--- src/rtl/stopwatch_pkg.sv ---
// Shared stopwatch constants: production and simulation timing values plus
// the counter-width helper used to size the debounce and hold counters.
package stopwatch_pkg;

  localparam int DEBOUNCE_CYCLES_DEF = 1000000;  // 10 ms at 100 MHz
  localparam int LONG_CYCLES_DEF     = 2000000;
  localparam int DEBOUNCE_CYCLES_SIM = 4;
  localparam int LONG_CYCLES_SIM     = 10;

  function automatic int cnt_width(input int max_count);
    return $clog2(max_count + 1);
  endfunction

  localparam int CNT_W_DEF = cnt_width(DEBOUNCE_CYCLES_DEF);

endpackage

--- src/rtl/btn_debounce.sv ---
// One button channel: 2-FF synchroniser, counter debounce of the synced level,
// and a combinational press strobe asserted on the edge the level rises.
module btn_debounce
  import stopwatch_pkg::*;
#(
  parameter int DEBOUNCE_CYCLES = DEBOUNCE_CYCLES_DEF,
  parameter int CNT_W           = CNT_W_DEF
) (
  input  logic clk,
  input  logic reset,
  input  logic raw,
  output logic level,
  output logic press
);

  localparam logic [CNT_W-1:0] TERM = CNT_W'(DEBOUNCE_CYCLES - 1);

  logic             sync1_q, sync2_q;
  logic             level_q, level_d;
  logic [CNT_W-1:0] cnt_q, cnt_d;

  // Any cycle where the synced input agrees with the level restarts the count.
  always_comb begin
    level_d = level_q;
    cnt_d   = '0;
    press   = 1'b0;
    if (sync2_q != level_q) begin
      if (cnt_q == TERM) begin
        level_d = sync2_q;
        press   = sync2_q;
      end else begin
        cnt_d = cnt_q + 1'b1;
      end
    end
  end

  always_ff @(posedge clk) begin
    if (reset) begin
      sync1_q <= 1'b0;
      sync2_q <= 1'b0;
      level_q <= 1'b0;
      cnt_q   <= '0;
    end else begin
      sync1_q <= raw;
      sync2_q <= sync1_q;
      level_q <= level_d;
      cnt_q   <= cnt_d;
    end
  end

  assign level = level_q;

endmodule

--- src/rtl/btn_pulse_gen.sv ---
// Stopwatch button front end: debounced trig/split pulses, never coincident.
// Optional long-press detection on split is enabled by defining BTN_LONG_PRESS_EN.
module btn_pulse_gen
  import stopwatch_pkg::*;
#(
  parameter int DEBOUNCE_CYCLES = DEBOUNCE_CYCLES_DEF,
  parameter int CNT_W           = CNT_W_DEF,
  parameter int LONG_CYCLES     = LONG_CYCLES_DEF
) (
  input  logic clk,
  input  logic reset,
  input  logic btn_trig_raw,
  input  logic btn_split_raw,
  output logic trig,
  output logic split,
  output logic trig_level,
  output logic split_level,
  output logic long_clear
);

  logic trig_press, split_press;
  logic trig_lvl, split_lvl;
  logic trig_q, trig_d;
  logic split_q, split_d;
  logic pending_q, pending_d;

  btn_debounce #(.DEBOUNCE_CYCLES(DEBOUNCE_CYCLES), .CNT_W(CNT_W)) u_trig_db (
    .clk   (clk),
    .reset (reset),
    .raw   (btn_trig_raw),
    .level (trig_lvl),
    .press (trig_press)
  );

  btn_debounce #(.DEBOUNCE_CYCLES(DEBOUNCE_CYCLES), .CNT_W(CNT_W)) u_split_db (
    .clk   (clk),
    .reset (reset),
    .raw   (btn_split_raw),
    .level (split_lvl),
    .press (split_press)
  );

  // Trig wins a collision; a deferred split waits in pending and merges with
  // any further split press until it can be issued.
  always_comb begin
    trig_d    = 1'b0;
    split_d   = 1'b0;
    pending_d = 1'b0;
    if (trig_press) begin
      trig_d    = 1'b1;
      pending_d = split_press | pending_q;
    end else begin
      split_d = split_press | pending_q;
    end
  end

  always_ff @(posedge clk) begin
    if (reset) begin
      trig_q    <= 1'b0;
      split_q   <= 1'b0;
      pending_q <= 1'b0;
    end else begin
      trig_q    <= trig_d;
      split_q   <= split_d;
      pending_q <= pending_d;
    end
  end

  assign trig        = trig_q;
  assign split       = split_q;
  assign trig_level  = trig_lvl;
  assign split_level = split_lvl;

`ifdef BTN_LONG_PRESS_EN
  localparam int               HOLD_W   = cnt_width(LONG_CYCLES);
  localparam logic [HOLD_W-1:0] HOLD_MAX = HOLD_W'(LONG_CYCLES);

  logic [HOLD_W-1:0] hold_q, hold_d;
  logic              long_q, long_d;

  // Saturating at HOLD_MAX limits each hold to a single long_clear.
  always_comb begin
    hold_d = hold_q;
    long_d = 1'b0;
    if (!split_lvl) begin
      hold_d = '0;
    end else if (hold_q != HOLD_MAX) begin
      hold_d = hold_q + 1'b1;
      long_d = (hold_q == HOLD_MAX - 1'b1);
    end
  end

  always_ff @(posedge clk) begin
    if (reset) begin
      hold_q <= '0;
      long_q <= 1'b0;
    end else begin
      hold_q <= hold_d;
      long_q <= long_d;
    end
  end

  assign long_clear = long_q;
`else
  logic unused_long_cfg;
  assign unused_long_cfg = (LONG_CYCLES > 0);
  assign long_clear      = 1'b0;
`endif

endmodule

--- config.mk ---
export PLATFORM = sky130hd
export DESIGN_NAME = btn_pulse_gen
export DESIGN_NICKNAME = d
export VERILOG_FILES = /design/src/rtl/stopwatch_pkg.sv /design/src/rtl/btn_debounce.sv /design/src/rtl/btn_pulse_gen.sv
export SDC_FILE = /design/constraint.sdc
export NUM_CORES = 1
export LEC_CHECK = 0
export ABC_AREA = 1
export ABC_CLOCK_PERIOD_IN_PS = 3200
export CAP_MARGIN = 0
export CORE_ASPECT_RATIO = 1.2
export CORE_UTILIZATION = 60
export DETAILED_ROUTE_END_ITERATION = 10
export PLACE_DENSITY_LB_ADDON = 0.15
export REMOVE_ABC_BUFFERS = 1
export SETUP_SLACK_MARGIN = 0.4
export SKIP_LAST_GASP = 1
export SYNTH_ARGS = -nofsm -noshare
export SYNTH_HDL_FRONTEND = slang
export SYNTH_HIERARCHICAL = 1
export SYNTH_SLANG_ARGS = --single-unit
--- constraint.sdc ---
create_clock -name clk -period 3.2 [get_ports clk]
set_input_delay 0.32 -clock clk [delete_from_list [all_inputs] [get_ports clk]]
set_output_delay 0.32 -clock clk [all_outputs]
set_load 0.02 [all_outputs]
# Word-level counts from Yosys, hierarchy flattened
# Cells that the tools add are included.
word_totals:
  ff_bits: 49
  output_inout_bits: 5
op_classes:
  add_sub_neg: 2
  n_eq_ne: 4
  n_mux: 5
  n_bitwise: 4
  n_reduce_logical: 6
op_table:
  columns: ["op", "n"]
  rows:
  - ["adder 20 x 1 -> 20 bit, second input constant", 2]
  - ["equality test 20 bit, second input constant", 2]
  - ["OR reduction 3 bit", 2]
  - ["two-way mux 1 bit", 5]
  - ["AND reduction 2 bit", 2]
  - ["OR reduction 2 bit", 2]
  - ["inverter 1 bit", 3]
  - ["inequality test 1 bit", 2]
  - ["OR 1 bit", 1]

# Logic depth before layout (Yosys ltp)
logic_depth:
  ltp_word: 5
  mapped_depth: 9

# Modules after synthesis
# Netlist, hierarchy kept.
modules_own_cells:
  columns: ["mod", "n_inst", "cells_each", "area_per_inst_um2", "seq_area_each_um2"]
  rows:
  - ["btn_debounce", 2, 166, 1148.6, 460.4]
  - ["btn_pulse_gen", 1, 13, 103.8, 60.1]

# Worst setup path after synthesis
# No wires, ideal clock.
synth_timing:
  path_type: "register to register"
  startpoint: "register u_trig_db.cnt_q[0]"
  endpoint: "register split_q (netlist: split)"
  setup_time_ps: 116
  t_arrival_ps: 1268
  required_time_ps: 3084
  path_slack_ps: 1816
  stages_incl_launch_ff: 9
  n_path_buf: 0
  period_less_slack_ps: 1384
  path_cell_list: "dfxtp_1 > ha_1 > nand3_2 > inv_2 > nand3_2 > nor4_1 > inv_1 > nand2_1 > nor2_1"
synth_via:
  elab_chain_cells: 4
synth_lines:
  columns: ["element", "line_no", "text"]
  rows:
  - ["start: declaration", "btn_debounce.sv:20", "logic [CNT_W-1:0] cnt_q, cnt_d;"]
  - ["start signal: assignment", "btn_debounce.sv:47", "cnt_q <= cnt_d;"]
  - ["equality test 20 bit", "btn_debounce.sv:28", "if (cnt_q == TERM) begin"]
  - ["two-way mux 1 bit", "btn_debounce.sv:28", null]
  - ["two-way mux 1 bit", "btn_debounce.sv:27", "if (sync2_q != level_q) begin"]
  - ["OR reduction 2 bit (no line)", null, null]
  - ["end signal: assignment", "btn_pulse_gen.sv:64", "split_q <= split_d;"]
  - ["end: declaration", "btn_pulse_gen.sv:24", "logic split_q, split_d;"]
# Every way passes these cells.
# A chain may end at the register's enable or synchronous reset.

# Worst setup path in the final report
layout_timing:
  startpoint: "register u_split_db.cnt_q[0]"
  endpoint: "register u_split_db.cnt_q[16]"
layout_via:
  elab_chain_cells: 2
  word_cells_on_any_way: 3
  classes_between: "add/sub (1); eq/ne (1); reduce/logical (1)"
layout_lines:
  columns: ["element", "line_no"]
  rows:
  - ["start: declaration", "btn_debounce.sv:20"]
  - ["start signal: assignment", "btn_debounce.sv:47"]
  - ["parallel branches: the longest is 2 deep, another holds adder 20 x 1 -> 20 bit", null]
# Several ways; the timed one is not identified.

==> impl_metrics.py <==
metrics = {
    "sta": {
        "skew_ps": 4.591,
        "min_period_ps": 1839,
        "slew_viol_final": 0,
        "hold_viol": 0,
        "fin_tns_setup_ps": 0,
        "max_slew.worst_pin.slew_ps": 813.2,
        "rsz0062_at_grt": "no",
        "max_freq_mhz": 543.9,
        "setup_viol": 0,
        "slew_headroom_pct": 45.78,
        "finalCritPeriodShare_pct": 57.46,
    },
    "power": {
        "p_switching_mw": 0.2010,
        "power_leakage_nw": 0.8394,
        "comb_power_share_pct": 1.7,
        "powerDensity_nw_per_um2": 385.8,
        "pwr-share-clk_pct": 36.4,
        "p_sw_share_pct": 20.28,
        "pwr-share-seq_pct": 61.9,
        "irDropWorstVdd_mv": 0.2847,
        "internal_power_mw": 0.7905,
    },
    "setup_path": {
        "cp_max_fo": 20,
        "crit_type": "reg -> reg",
        "startpoint": "u_split_db/cnt_q[0]",
        "start_kind": "flip-flop",
        "worstPathRequired_ps": 3350,
        "arrival_ps": 1990,
        "r2r_start": "u_split_db/cnt_q[0]",
        "end_kind": "flip-flop",
    },
    "route": {
        "vias": 1951,
        "drt.antenna.violating_nets": 0,
        "dr.pass1.iters": 4,
        "routed_wl_mm": 4.224,
        "drt_iter0_markers": 87,
        "drc": 0,
        "vias_per_cell": 4.805,
        "post_drt_wl_per_cell_um": 10.40,
    },
    "final_layout": {
        "final_util_pct": 69.02,
        "layout-drive-gt1-share_pct": 9.040,
        "nets": 360,
        "num_antenna_cells": 0,
        "synthToLayoutAreaGrowth_pct": 7.035,
    },
    "placement": {
        "place_congestion": 0.8489,
        "port_buffers": 7,
        "hpwl_mm": 3.173,
    },
    "floorplan": {
        "num_rows": 24,
        "design.die.area_um2": 4260,
        "core_um2": 3724,
        "die_h_um": 71.30,
        "initial_core_util_pct": 64.48,
        "io_pins": 9,
        "die_x_um": 59.75,
    },
    "grt": {
        "grt_max_degree": 21,
        "antenna_found_initial": 0,
        "grt_pass1_wl_mm": 7.576,
        "grt_pass1_vias": 1870,
        "overflow": 0,
        "grt_usage_pct": 23.30,
    },
    "job": {
        "cap_violations": 0,
    },
    "worst_hold_path": {
        "min_from": "u_trig_db/sync1_q",
        "hold_class": "reg -> reg",
    },
    "logic_synthesis": {
        "synth-edff-count": 0,
        "synth-seq-area-share_pct": 40.85,
        "syn_area_um2": 2401,
        "synthFlopType": "dfxtp_1",
        "synth_cells": 345,
        "ys_async_sr_fraction_pct": 0,
        "ys_ff_latch": 49,
        "yosysWarnings": 6,
        "yosysUniqueCellTypes": 23,
        "avgSynthCellArea_um2": 6.960,
    },
    "clock_network": {
        "hold_buffers": 0,
        "cts_buffers": 5,
        "cts_resized": 0,
        "cts.sinks": 49,
        "path_clk_slew_ps": 80,
        "clk_latency_ps": 290,
        "clockBufferDepth": 2,
        "cts_tree": "done",
        "post-cts-setup-buffers": 0,
        "h-tree-depth": 2,
        "clockRootBuffer": "clkbuf_8",
    },
    "run_status": {
        "status": "finished clean",
    },
}
-- routing by layer --
| metal | global-route usage (%) | vias to the layer above | routed length (µm) |
|---|---|---|---|
| li1 | - | 1066 | - |
| met1 | 24.66 | 862 | 1797 |
| met2 | 42.84 | 13 | 2239 |
| met3 | 5.054 | 10 | 78 |
| met4 | 10.08 | 0 | 108 |
| met5 | 0 | - | 0 |
-- area by class of cell --
class | instances | area [µm²]
repair buffers | 7 | 70.07
multi-input cells | 254 | 1229
flip-flops and latches | 49 | 980.9
clock buffers | 7 | 86.33
fillers | 354 | 1154
well taps | 52 | 65.06
inverters | 37 | 138.9
-- flip-flops by register name, summed over array words and instances (netlist names) --
| name | count |
|---|---|
| split | 1 |
| u_split_db/sync1_q | 1 |
| u_trig_db/cnt_q | 20 |
| u_split_db/level | 1 |
| u_split_db/cnt_q | 20 |
| u_split_db/sync2_q | 1 |
| u_trig_db/sync1_q | 1 |
| u_trig_db/sync2_q | 1 |
| u_trig_db/level | 1 |
| trig | 1 |
| pending_q | 1 |
-- worst paths after layout --
check	cells past startpoint	slack, ps	to
max	6	1360	u_split_db/cnt_q[16]
min	2	410	u_trig_db/sync2_q
max reg2reg	6	1360	u_split_db/cnt_q[16]
min reg2reg	2	410	u_trig_db/sync2_q
-- power groups by stage --
stage | clock network [mW] | registers, mW | logic, mW
after floorplan | 0 | 0.628 | 0.0100
after global placement | 0 | 0.628 | 0.0169
after detailed placement | 0 | 0.628 | 0.0172
after CTS | 0.370 | 0.614 | 0.0172
after global routing | 0.393 | 0.614 | 0.0196
final | 0.361 | 0.614 | 0.0170
-- worst max-delay path, stage by stage, from the launching register on --
cell     delay, ps
dfxtp_1        380
ha_1           210
nand3_2        130
inv_2          110
nand3_2        110
o21ai_2        650
nor2_1         110
-- stage by stage --
step	cell area [µm²]	instances	power [mW]	worst slack, ps	hold slack (ps)
after CTS	2570	406	1.001	1343	412.4
final	2570	406	0.9915	1361	410.0
after detailed placement	2484	399	0.6455	1353	400.8
after floorplan	2349	340	0.6380	1690	388.3
after global routing	2570	406	1.027	1212	430.8
after global placement	2484	399	0.6450	1412	391.0
-- cells in the mapped netlist, types with 2 or more instances --
cell type / count / area (µm²)
a21oi_1: 12 / 60.06
buf_6: 4 / 45.04
dfxtp_1: 49 / 980.9
ha_1: 2 / 25.02
inv_1: 32 / 120.1
inv_2: 5 / 18.77
nand2_1: 87 / 326.6
nand3_1: 14 / 70.07
nand3_2: 6 / 60.06
nand3b_2: 2 / 22.52
nand4_1: 2 / 12.51
nor2_1: 85 / 319.1
nor2_2: 8 / 50.05
nor4_1: 2 / 12.51
o21ai_2: 2 / 17.52
o21bai_1: 4 / 30.03
or2_0: 4 / 25.02
or2_2: 2 / 12.51
xnor2_1: 10 / 87.58
xor2_1: 10 / 87.58
-- kinds of logic (layout without fill, tap and decap cells) --
logic type / after synthesis / in the layout / synth area share [%]
AOI/OAI and AO/OA: 18 / 18 / 4.482
other: 1 / 1 / 0.1562
xor gates and xnor gates: 20 / 20 / 7.295
DFF: 49 / 49 / 40.85
buffers and inverters: 42 / 51 / 7.973
adders and majority gates: 2 / 2 / 1.042
and+or+nand+nor: 213 / 213 / 38.20
-- placed cells by master, fill, tap and decap left out, drive strengths merged --
cell / synthesis / routed
nor2: 93 / 93
nand2: 88 / 88
dfxtp: 49 / 49
inv: 37 / 37
nand3: 20 / 20
a21oi: 12 / 12
xnor2: 10 / 10
xor2: 10 / 10
clkdlybuf4s50: 0 / 7
clkbuf: 0 / 7
or2: 6 / 6
o21bai: 4 / 4
nor4: 2 / 2
o21ai: 2 / 2
nand3b: 2 / 2
nand4: 2 / 2
ha: 2 / 2
conb: 1 / 1
No activity file was read; power rests on OpenSTA's default activity.
